### config.mk
export PLATFORM = sky130hd
export DESIGN_NAME = clock_set_ctrl
export DESIGN_NICKNAME = d
export VERILOG_FILES = /design/src/rtl/clock_set_ctrl.sv
export SDC_FILE = /design/constraint.sdc
export NUM_CORES = 1
export LEC_CHECK = 0
export ABC_CLOCK_PERIOD_IN_PS = 7150
export CORE_ASPECT_RATIO = 0.7
export CORE_MARGIN = 5
export CORE_UTILIZATION = 50
export DETAILED_ROUTE_END_ITERATION = 8
export PLACE_DENSITY = 0.72
export SETUP_SLACK_MARGIN = 0.05
export SYNTH_ARGS = -nofsm -noshare
export SYNTH_HDL_FRONTEND = slang
export SYNTH_SLANG_ARGS = --single-unit
### constraint.sdc
create_clock -name clk -period 7.15 [get_ports clk]
set_input_delay 1.7875 -clock clk [delete_from_list [all_inputs] [get_ports clk]]
set_output_delay 1.7875 -clock clk [all_outputs]
set_load 0.01 [all_outputs]
### src/rtl/clock_set_ctrl.sv
// clock_set_ctrl: hour/minute time-setting controller with blink, timeout and commit strobe.
// Optional macro CLOCK_SET_AUTOREPEAT_EN adds held-button auto-repeat of the increment.
module clock_set_ctrl #(
    parameter int HALF_SEC   = 50_000_000,
    parameter int TIMEOUT_S  = 30,
    parameter int REPEAT_CYC = 25_000_000
) (
    input  logic       clk,
    input  logic       reset,
    input  logic       btn_mode,
    input  logic       btn_inc,
    input  logic       tick_1hz,
    input  logic [7:0] cur_h,
    input  logic [7:0] cur_m,
    output logic [7:0] set_h,
    output logic [7:0] set_m,
    output logic       load,
    output logic       hold,
    output logic [3:0] blank,
    output logic [1:0] mode
);
    typedef enum logic [1:0] {RUN = 2'b00, SET_H = 2'b01, SET_M = 2'b10, COMMIT = 2'b11} state_t;

    localparam int BW = $clog2(HALF_SEC);
    localparam int TW = $clog2(TIMEOUT_S + 1);
    localparam logic [BW-1:0] BLINK_LAST = BW'(HALF_SEC - 1);
    localparam logic [TW-1:0] TMO_LAST   = TW'(TIMEOUT_S - 1);

    if (HALF_SEC < 2 || TIMEOUT_S < 1 || REPEAT_CYC < 1) begin : g_bad_param
        $error("clock_set_ctrl: parameter out of range");
    end

    state_t        state_q, state_d;
    logic          mode_prev_q, inc_prev_q;
    logic [7:0]    set_h_q, set_h_d, set_m_q, set_m_d;
    logic          load_q, load_d, hold_q, hold_d;
    logic [3:0]    blank_q, blank_d;
    logic          phase_q, phase_d;
    logic [BW-1:0] blink_q, blink_d;
    logic [TW-1:0] tmo_q, tmo_d;
    logic          mode_edge, inc_edge, inc_step, rep_fire, in_set, tmo_hit, bump, restart;

    // Saturate anything outside 00..max (including non-BCD digits) back to 00.
    function automatic logic [7:0] bcd_inc(input logic [7:0] v, input logic [7:0] max);
        logic [7:0] r;
        r = (v[3:0] == 4'd9) ? {v[7:4] + 4'd1, 4'd0} : {v[7:4], v[3:0] + 4'd1};
        return (v[7:4] > 4'd9 || v[3:0] > 4'd9 || r > max) ? 8'h00 : r;
    endfunction

    assign mode_edge = btn_mode & ~mode_prev_q;
    assign inc_edge  = btn_inc & ~inc_prev_q;
    assign in_set    = (state_q == SET_H) || (state_q == SET_M);
    assign tmo_hit   = in_set && tick_1hz && (tmo_q == TMO_LAST);
    assign inc_step  = inc_edge | rep_fire;
    assign bump      = inc_step && !mode_edge && !tmo_hit;

`ifdef CLOCK_SET_AUTOREPEAT_EN
    localparam int RW = $clog2(2 * REPEAT_CYC);
    localparam logic [RW-1:0] REP_FIRST = RW'(2 * REPEAT_CYC - 1);
    localparam logic [RW-1:0] REP_NEXT  = RW'(REPEAT_CYC - 1);

    logic [RW-1:0] rep_q, rep_d;
    logic          rep_first_q, rep_first_d;
    logic          rep_run;

    assign rep_run  = in_set && btn_inc && !inc_edge;
    assign rep_fire = rep_run && (rep_q == (rep_first_q ? REP_FIRST : REP_NEXT));

    always_comb begin
        rep_d       = rep_run ? (rep_fire ? '0 : rep_q + RW'(1)) : '0;
        rep_first_d = rep_run ? (rep_first_q && !rep_fire) : 1'b1;
    end

    always_ff @(posedge clk) begin
        if (!reset) begin
            rep_q       <= '0;
            rep_first_q <= 1'b1;
        end else begin
            rep_q       <= rep_d;
            rep_first_q <= rep_first_d;
        end
    end
`else
    assign rep_fire = 1'b0;
`endif

    always_ff @(posedge clk) begin
        if (!reset) begin
            state_q     <= RUN;
            mode_prev_q <= 1'b1;
            inc_prev_q  <= 1'b1;
            set_h_q     <= 8'h00;
            set_m_q     <= 8'h00;
            load_q      <= 1'b0;
            hold_q      <= 1'b0;
            blank_q     <= 4'b0000;
            phase_q     <= 1'b0;
            blink_q     <= '0;
            tmo_q       <= '0;
        end else begin
            state_q     <= state_d;
            mode_prev_q <= btn_mode;
            inc_prev_q  <= btn_inc;
            set_h_q     <= set_h_d;
            set_m_q     <= set_m_d;
            load_q      <= load_d;
            hold_q      <= hold_d;
            blank_q     <= blank_d;
            phase_q     <= phase_d;
            blink_q     <= blink_d;
            tmo_q       <= tmo_d;
        end
    end

    // Timeout takes priority over a simultaneous mode edge.
    always_comb begin
        state_d = state_q;
        if (state_q == RUN)
            state_d = mode_edge ? SET_H : RUN;
        else if (state_q == COMMIT)
            state_d = RUN;
        else if (tmo_hit)
            state_d = RUN;
        else if (mode_edge)
            state_d = (state_q == SET_H) ? SET_M : COMMIT;
    end

    always_comb begin
        set_h_d = set_h_q;
        set_m_d = set_m_q;
        if (state_q == RUN && mode_edge) begin
            set_h_d = cur_h;
            set_m_d = cur_m;
        end else if (bump && state_q == SET_H) begin
            set_h_d = bcd_inc(set_h_q, 8'h23);
        end else if (bump && state_q == SET_M) begin
            set_m_d = bcd_inc(set_m_q, 8'h59);
        end
        load_d  = (state_d == COMMIT);
        hold_d  = (state_d != RUN);
        tmo_d   = (!in_set || mode_edge || inc_step || tmo_hit) ? '0 : tmo_q + TW'(tick_1hz);
        restart = !in_set || (state_d != state_q) || inc_step;
        blink_d = (restart || blink_q == BLINK_LAST) ? '0 : blink_q + BW'(1);
        phase_d = restart ? 1'b0 : phase_q ^ (blink_q == BLINK_LAST);
        blank_d = !phase_d ? 4'b0000 : (state_d == SET_H) ? 4'b1100 : (state_d == SET_M) ? 4'b0011 : 4'b0000;
    end

    assign set_h = set_h_q;
    assign set_m = set_m_q;
    assign load  = load_q;
    assign hold  = hold_q;
    assign blank = blank_q;
    assign mode  = state_q;
endmodule

==> flow_summary.json, run 1 <==
{
  "dieArea_um2": 7390,
  "crit_chain": "clkdlybuf4s50_1 -> and3b_1 -> a211o_1 -> a21oi_1 -> a31oi_1 -> or3_1 -> nor2_1",
  "syn_inst": 355,
  "start_util": 0.510,
  "cts_sinks": 56,
  "ctsLongestPathBuffers": 2,
  "final_cell_mix": "nor2_1, dfxtp_1, clkdlybuf4s50_1",
  "hp-class": "flop to flop",
  "cp_slowest_cell": "or3_1",
  "routed_wl_um": 6150,
  "ir_drop_mv": 0.0993,
  "clkTransAtPathRegs_ns": 0.10,
  "fmax_ghz": 0.248,
  "vias_per_cell": 5.30,
  "die_y_um": 73.5,
  "die_w_um": 101,
  "max_slew_margin": 0.442,
  "outcome": "finished, final reports clean",
  "arrival_ns": 4.21,
  "tightest_slew_ns": 0.837,
  "layout_commonest_cell": "nor2_1",
  "dp_hpwl_um": 4530,
  "ys_ff_latch": 56,
  "path_class": "primary input to flop",
  "fin_worst_skew_ns": 0.00778,
  "fin_area_um2": 3420,
  "p_leak_uw": 0.00109,
  "root_buffer": "clkbuf_8",
  "postCtsHoldBufs": 0,
  "cts_resized": 0,
  "port_buffers": 44,
  "synthDistinctLibCells": 49,
  "grt_use_total": 0.174,
  "drcViolationCount": 0,
  "syn-cell-area_um2": 2880,
  "wl_per_cell_um": 13.2,
  "htree_levels": 2,
  "fin_crit_sh": 0.564,
  "synth_ff_type": "dfxtp_1",
  "end_kind": "flop",
  "yosys_warnings": 0,
  "gp_congestion": 0.899,
  "ant_nets": 0,
  "grt_pass1_wl_um": 10500,
  "finalSetupTns_ns": 0,
  "core_area_um2": 5640,
  "io-pin-count": 45,
  "num_vias": 2461,
  "cpPeakStageDelay_ns": 0.69,
  "grt_overflow": 0,
  "maxCapViolCount": 0,
  "final.fill_count": 537,
  "async_flop_share": 0,
  "final_layout_size_suffix_gt1_frac": 0.0334,
  "drt-pass1-iter-count": 4,
  "power_density_nw_per_um2": 159,
  "crit_buf_inv": 1,
  "placed_area_um2": 3330,
  "start_kind": "primary input",
  "avgSynthCellArea_um2": 8.10,
  "cts_inserted_buffers": 5,
  "area_delta_synth_final_pct": 19.1,
  "row_count": 23,
  "grt_max_degree": 27,
  "grt_pass1_vias": 2279,
  "nNetsFinal": 420,
  "cts_setup_buffers": 0,
  "antenna_found_initial": 0,
  "timing.critical_path.max_delay_family": "simple AND/OR/NAND/NOR gates",
  "setup_viol": 0,
  "rsz0062_at_grt": "false",
  "min_period_ns": 4.04,
  "synth_edf_count": 0,
  "insertion_delay_ns": 0.31,
  "diodes": 0,
  "yosysSeqAreaShare": 0.390,
  "cts_tree": "built",
  "slew_violations": 0,
  "finalHoldViolCount": 0,
  "synth_nets": 387,
  "p_total_uw": 544,
  "critPathMaxFanout": 26,
  "drt_iter0_markers": 132,
  "required_ns": 7.32
}
==> per-stage QoR <==
step	hold slack, ns	setup slack (ns)	std cells	utilization
after detailed placement	0.466	2.74	456	0.591
final	0.476	3.11	464	0.607
after global placement	0.444	2.79	456	0.591
after floorplan	0.426	3.85	355	-
after global routing	0.523	2.85	464	0.607
after CTS	0.488	3.07	464	0.607
==> worst reg2reg max path, cell delays in order, from the launching register on <==
cell	delay, ns
dfxtp_1	0.52
inv_1	0.13
ha_1	0.34
nand4_1	0.12
nor3_1	0.55
a31oi_1	0.20
or3_1	0.76
nor2_1	0.22
==> power breakdown <==
group          leakage, uW  total, uW  switching, uW  internal (uW)
logic             0.000593       47.0           20.4           26.6
clock network    0.0000404        173            104           69.5
registers         0.000453        324           7.57            316
total              0.00109        544            132            412
==> flip-flops by register name, summed over array words and instances, names as in the netlist <==
name / flops
load: 1
inc_prev_q: 1
mode_prev_q: 1
set_h: 8
tmo_q: 5
mode: 2
hold: 1
blank: 2
phase_q: 1
set_m: 8
blink_q: 26
==> final cells by class <==
class / count / area, um2 / area share
multi-input cells: 261 / 1600 / 0.468
flip-flops and latches: 56 / 1120 / 0.327
repair buffers: 44 / 440 / 0.129
well taps: 75 / 93.8 / 0.0274
inverters: 20 / 75.1 / 0.0219
clock buffers: 5 / 68.8 / 0.0201
clock inverters: 3 / 23.8 / 0.00694
==> Yosys cell counts (all sizes together), types with 2 or more instances <==
master / n / area share
nor2: 60 / 0.078
dfxtp: 56 / 0.39
nand2: 31 / 0.040
xnor2: 26 / 0.079
inv: 20 / 0.026
nand3: 15 / 0.026
a21oi: 12 / 0.021
clkbuf: 11 / 0.014
ha: 11 / 0.048
nor3: 11 / 0.023
o21ai: 10 / 0.017
a22oi: 9 / 0.023
nand4: 9 / 0.020
or3: 8 / 0.019
xor2: 8 / 0.024
buf: 7 / 0.013
nand2b: 5 / 0.011
a31oi: 4 / 0.0087
and2: 3 / 0.0065
and3: 3 / 0.0070
nand3b: 3 / 0.0078
nor4: 3 / 0.0065
a211o: 2 / 0.0061
mux2i: 2 / 0.0070
nand4b: 2 / 0.0061
nor2b: 2 / 0.0043
nor3b: 2 / 0.0052
nor4b: 2 / 0.0061
o22ai: 2 / 0.0043
or4b: 2 / 0.0070
==> worst paths after layout <==
check	start	end	slack (ns)	cells past startpoint
worst min-delay path	blink_q[0]$_SDFF_PP0_	blink_q[0]$_SDFF_PP0_	0.48	1
worst min register to register	blink_q[0]$_SDFF_PP0_	blink_q[0]$_SDFF_PP0_	0.48	1
worst max-delay path	btn_mode	blink_q[21]$_SDFF_PP0_	3.11	7
worst max register to register	mode[0]$_SDFF_PN0_	blink_q[21]$_SDFF_PP0_	4.24	7
==> logic make-up (layout without fill, tap and decap cells) <==
| group | count (synthesis) | after routing | share of synthesized area |
|---|---|---|---|
| XOR/XNOR | 34 | 34 | 0.104 |
| AO/OA/AOI/OAI | 48 | 48 | 0.107 |
| flip-flops | 56 | 56 | 0.390 |
| multiplexers | 2 | 2 | 0.00696 |
| adder cells (fa/ha/maj) | 11 | 11 | 0.0478 |
| buffers and inverters | 38 | 72 | 0.0535 |
| AND/OR/NAND/NOR | 166 | 166 | 0.291 |
==> routing by layer <==
metal	GRT usage	share of wire	vias to the layer above
met2	0.269	0.44	50
li1	-	-	1269
met4	0.0568	0.010	0
met5	0	0	-
met1	0.248	0.51	1137
met3	0.0266	0.036	5
No activity file was read; power rests on OpenSTA's default activity.
==> run 2, diff against run 1 <==
--- a/config.mk
+++ b/config.mk
@@ -5,10 +5,10 @@
 export SDC_FILE = /design/constraint.sdc
 export NUM_CORES = 1
 export LEC_CHECK = 0
-export ABC_CLOCK_PERIOD_IN_PS = 7150
+export ABC_CLOCK_PERIOD_IN_PS = 3450
 export CORE_ASPECT_RATIO = 0.7
 export CORE_MARGIN = 5
-export CORE_UTILIZATION = 50
+export CORE_UTILIZATION = 48
 export DETAILED_ROUTE_END_ITERATION = 8
 export PLACE_DENSITY = 0.72
 export SETUP_SLACK_MARGIN = 0.05
==> constraint.sdc (replaced) <==
create_clock -name clk -period 3.45 [get_ports clk]
set_input_delay 0.8625 -clock clk [delete_from_list [all_inputs] [get_ports clk]]
set_output_delay 0.8625 -clock clk [all_outputs]
set_load 0.01 [all_outputs]
==> run 2 against run 1 <==
  * Clock skew is 0.00078 ns higher
  * Total power rose by 120%
  * Register-to-register slack worse by 3.5 ns
  * Non-clock buffer count increased by 2
  * Clock power up 130%
  * Combinational power increased by 110%
  * Final cell count is the same
  * Final area grew 0.62%
  * Hold slack got worse by 0.0029 ns
  * Critical endpoint is now blink_q[22]$_SDFF_PP0_
  * Largest cell class unchanged
==> flow_summary.json, run 2 (synthesis results as in run 1) <==
{
  "area_delta_synth_final_pct": 19.8,
  "grt_max_degree": 27,
  "dp_hpwl_um": 4650,
  "diodes": 0,
  "p_total_uw": 1170,
  "path_class": "primary input to flop",
  "final_cell_mix": "nor2_1, dfxtp_1, clkdlybuf4s50_1",
  "ctsLongestPathBuffers": 2,
  "rsz0062_at_grt": "false",
  "seqCellArea_um2": 1120,
  "tightest_slew_ns": 0.879,
  "port_buffers": 44,
  "cts_setup_buffers": 0,
  "ant_nets": 0,
  "finalHoldViolCount": 0,
  "maxCapViolCount": 0,
  "io-pin-count": 45,
  "cts_resized": 0,
  "fin_worst_skew_ns": 0.00856,
  "arrival_ns": 3.04,
  "critPathMaxFanout": 26,
  "fin_ws_ns": 0.642,
  "root_buffer": "clkbuf_8",
  "wl_met2_um": 2860,
  "grt_use_total": 0.176,
  "start_kind": "primary input",
  "power_density_nw_per_um2": 341,
  "met3WireLength_um": 300,
  "core_area_um2": 5780,
  "finalSetupTns_ns": 0,
  "grt_overflow": 0,
  "largest_reg_flops": 26,
  "required_ns": 3.68,
  "die_y_um": 74.8,
  "outcome": "finished, final reports clean",
  "htree_levels": 2,
  "die_w_um": 103,
  "end_kind": "flop",
  "grt_pass1_wl_um": 10900,
  "start_util": 0.497,
  "routed_wl_um": 6390,
  "cts_tree": "built",
  "nNetsFinal": 422,
  "cts_inserted_buffers": 5,
  "dieArea_um2": 7670,
  "max_flop_register": "blink_q",
  "min_period_ns": 2.81,
  "cts_sinks": 56,
  "max_slew_margin": 0.414,
  "fmax_ghz": 0.356,
  "drt-pass1-iter-count": 4,
  "layout_commonest_cell": "nor2_1",
  "multi_input_area_um2": 1600,
  "met1Wirelength_um": 3200,
  "slew_violations": 0,
  "postCtsHoldBufs": 0,
  "dp_slack_ns": 0.361,
  "final.fill_count": 541,
  "antenna_found_initial": 0,
  "num_vias": 2470,
  "p_leak_uw": 0.00111,
  "final_layout_size_suffix_gt1_frac": 0.0334,
  "clkTransAtPathRegs_ns": 0.09,
  "ir_drop_mv": 0.202,
  "hp-class": "flop to flop",
  "fin_crit_sh": 0.814,
  "gp_congestion": 0.857,
  "wl_per_cell_um": 13.8,
  "vias_per_cell": 5.32,
  "routed.top_layer": "met4",
  "insertion_delay_ns": 0.30,
  "row_count": 23,
  "drcViolationCount": 0,
  "drt_iter0_markers": 108,
  "setup_viol": 0,
  "grt_pass1_vias": 2291
}
[run 2: path summary, 6_finish.rpt]
| check | start | end | slack, ns | depth (start not counted) |
|---|---|---|---|---|
| setup / recovery | btn_mode | blink_q[22]$_SDFF_PP0_ | 0.64 | 7 |
| hold / removal | blink_q[0]$_SDFF_PP0_ | blink_q[0]$_SDFF_PP0_ | 0.47 | 1 |
| setup reg to reg | mode[0]$_SDFF_PN0_ | blink_q[22]$_SDFF_PP0_ | 0.76 | 8 |
| hold reg to reg | blink_q[0]$_SDFF_PP0_ | blink_q[0]$_SDFF_PP0_ | 0.47 | 1 |
[run 2: area by class of cell]
class / instances / share of cell area
clock buffers: 5 / 0.0200
clock inverters: 1 / 0.00871
inverters: 20 / 0.0218
multi-input cells: 261 / 0.465
flip-flops and latches: 56 / 0.325
well taps: 75 / 0.0272
repair buffers: 46 / 0.132
[run 2: worst max-delay path: stages]
cell	delay (ns)
clkdlybuf4s50_1	0.46
nor3b_1	0.18
a211o_1	0.28
a21oi_1	0.17
a31oi_1	0.07
or3_1	0.76
nor2_1	0.25
[run 2: where the power goes]
part           switching [uW]  internal [uW]  total [uW]  leakage [uW]
sequential               15.9            655         671      0.000453
clock                     196            209         405     0.0000501
combinational            42.6           55.8        98.4      0.000603
total                     255            920        1170       0.00111
[run 2: metrics by stage]
stage                     utilization  cells  hold slack (ns)  cell area [um2]
final                           0.596    464            0.473             3450
after global routing            0.596    464            0.505             3450
after CTS                       0.596    464            0.478             3450
after detailed placement        0.579    458            0.456             3350
after global placement          0.579    458            0.443             3350
after floorplan                     -    355            0.426             2880
[run 2: layer usage]
metal | vias up | GRT usage
met3 | 4 | 0.0269
met5 | - | 0
li1 | 1278 | -
met1 | 1133 | 0.255
met2 | 55 | 0.277
met4 | 0 | 0.0451
==> run 3, diff against run 2 <==
--- a/config.mk
+++ b/config.mk
@@ -5,7 +5,7 @@
 export SDC_FILE = /design/constraint.sdc
 export NUM_CORES = 1
 export LEC_CHECK = 0
-export ABC_CLOCK_PERIOD_IN_PS = 3450
+export ABC_CLOCK_PERIOD_IN_PS = 2400
 export CORE_ASPECT_RATIO = 0.7
 export CORE_MARGIN = 5
 export CORE_UTILIZATION = 48
==> constraint.sdc (replaced) <==
create_clock -name clk -period 2.4 [get_ports clk]
set_input_delay 0.6 -clock clk [delete_from_list [all_inputs] [get_ports clk]]
set_output_delay 0.6 -clock clk [all_outputs]
set_load 0.01 [all_outputs]
==> run 3 against run 2 <==
  * Global-route usage increased by 0.097 points
  * Total power increased by 56%
  * Count of clock-buffer cells in the layout unchanged
  * Highest routed layer unchanged
  * Non-clock buffer count increased by 13
  * Critical path depth increased by 1
  * Critical endpoint is now blink_q[4]$_SDFF_PP0_
  * Die area unchanged
  * Clock skew decreased by 0.0013 ns
  * Wire length decreased by 2.6%
==> flow_summary.json, run 3 (synthesis results as in run 1) <==
{
  "max_flop_register": "blink_q",
  "gp_congestion": 0.915,
  "vias_per_cell": 5.27,
  "ir_drop_mv": 0.267,
  "grt_max_degree": 27,
  "insertion_delay_ns": 0.31,
  "drcViolationCount": 0,
  "num_vias": 2517,
  "grt_use_total": 0.177,
  "required_ns": 2.65,
  "final_cell_mix": "nor2_1, dfxtp_1, clkdlybuf4s50_1",
  "fin_hold_ws_ns": 0.464,
  "grt_pass1_vias": 2316,
  "tightest_slew_ns": 0.713,
  "die_w_um": 103,
  "port_buffers": 44,
  "timing.critical_path.max_delay_family": "simple AND/OR/NAND/NOR gates",
  "critPathMaxFanout": 26,
  "slew_violations": 0,
  "antenna_found_initial": 0,
  "finalHoldViolCount": 0,
  "final_layout_size_suffix_gt1_frac": 0.0744,
  "p_total_uw": 1830,
  "ff2ff_path_depth": 8,
  "dp_slack_ns": -0.119,
  "placed_area_um2": 3460,
  "rrSetupSlack_ns": 0.29,
  "rsz0062_at_grt": "false",
  "drt-pass1-iter-count": 4,
  "min_delay_path_depth": 1,
  "routed_wl_um": 6230,
  "crit_buf_inv": 2,
  "wl_per_cell_um": 13.0,
  "setup_viol": 0,
  "htree_levels": 2,
  "cts_inserted_buffers": 5,
  "power_density_nw_per_um2": 509,
  "cts_sinks": 56,
  "diodes": 0,
  "clkTransAtPathRegs_ns": 0.09,
  "min_period_ns": 2.17,
  "dieArea_um2": 7670,
  "fin_crit_sh": 0.906,
  "io-pin-count": 45,
  "max_slew_margin": 0.521,
  "arrival_ns": 2.42,
  "drt_iter0_markers": 85,
  "ctsLongestPathBuffers": 2,
  "hp-class": "flop to flop",
  "core_area_um2": 5780,
  "crit_end": "blink_q[4]$_SDFF_PP0_",
  "crit_start": "btn_mode",
  "nNetsFinal": 435,
  "grt_pass1_wl_um": 11000,
  "outcome": "finished, final reports clean",
  "fin_area_um2": 3600,
  "maxCapViolCount": 0,
  "postCtsHoldBufs": 0,
  "layout_commonest_cell": "nor2_1",
  "area_delta_synth_final_pct": 25.2,
  "dp_hpwl_um": 4590,
  "fin_ws_ns": 0.226,
  "path_class": "primary input to flop",
  "end_kind": "flop",
  "start_kind": "primary input",
  "r2r_start": "mode[1]$_SDFF_PN0_",
  "r2r_end": "set_m[4]$_SDFFE_PN0P_",
  "root_buffer": "clkbuf_8",
  "cp_slowest_cell": "clkdlybuf4s50_1",
  "p_leak_uw": 0.00119,
  "largest_reg_flops": 26,
  "ant_nets": 0,
  "grt_overflow": 0,
  "fmax_ghz": 0.460,
  "cpPeakStageDelay_ns": 0.44,
  "die_y_um": 74.8,
  "fin_worst_skew_ns": 0.00727,
  "crit_chain": "clkdlybuf4s50_1 -> nor3b_1 -> a211o_1 -> a21oi_1 -> a31oi_1 -> or3_1 -> buf_12 -> nor2_1",
  "cts_tree": "built",
  "crit_cells": 8,
  "post-route-util": 0.623,
  "start_util": 0.497,
  "row_count": 23
}
## run 3: changes by cell type in the layout (fill, tap and decap cells not counted), sizes merged
cell	previous run	this run
buf	2	15
bufinv	1	2
## run 3: cell type report
type / count / area, um2
clock inverters: 2 / 60.1
clock buffers: 5 / 68.8
fillers: 517 / 2180
inverters: 20 / 75.1
well taps: 75 / 93.8
multi-input cells: 261 / 1620
flip-flops and latches: 56 / 1120
repair buffers: 59 / 566
## run 3: repair_timing
item                       CTS  global route
resized for setup            0             3
hold endpoints to repair     0             0
setup endpoints to repair    0            29
setup buffers                0             0
## run 3: how the worst min path moves through the flow
stage / start / to / slack (ns)
detailed placement: blink_q[0]$_SDFF_PP0_ / blink_q[0]$_SDFF_PP0_ / 0.45
floorplan: blink_q[0]$_SDFF_PP0_ / blink_q[0]$_SDFF_PP0_ / 0.43
global placement: blink_q[0]$_SDFF_PP0_ / blink_q[0]$_SDFF_PP0_ / 0.45
global route: blink_q[0]$_SDFF_PP0_ / blink_q[0]$_SDFF_PP0_ / 0.52
CTS: blink_q[0]$_SDFF_PP0_ / blink_q[0]$_SDFF_PP0_ / 0.47
finish: blink_q[0]$_SDFF_PP0_ / blink_q[0]$_SDFF_PP0_ / 0.46
## run 3: stage by stage
step | TNS, ns | std cells
2_1_floorplan | 0 | 355
3_3_place_gp | -1.63 | 471
3_5_place_dp | -3.06 | 471
4_1_cts | 0 | 478
5_1_grt | 0 | 478
6_report | 0 | 478
## run 3: metal layers
layer | track usage | wire length (um) | up-vias
met3 | 0.0324 | 297 | 2
met2 | 0.263 | 2620 | 49
met4 | 0.0495 | 34 | 0
met5 | 0 | 0 | -
met1 | 0.264 | 3280 | 1163
li1 | - | - | 1303
## run 3: power by group
| part | switching, uW | total [uW] | internal [uW] |
|---|---|---|---|
| clock | 306 | 717 | 411 |
| sequential | 21.4 | 964 | 942 |
| combinational | 64.0 | 152 | 87.5 |
| total | 391 | 1830 | 1440 |
## run 3: worst register-to-register path: cells and delay by family (launching register included)
kind                       cells  cell delay, ns
AOI/OAI and AO/OA              2            0.36
adders and majority gates      1            0.32
buffers and inverters          2            0.23
DFF                            1            0.35
and+or+nand+nor                3            0.74
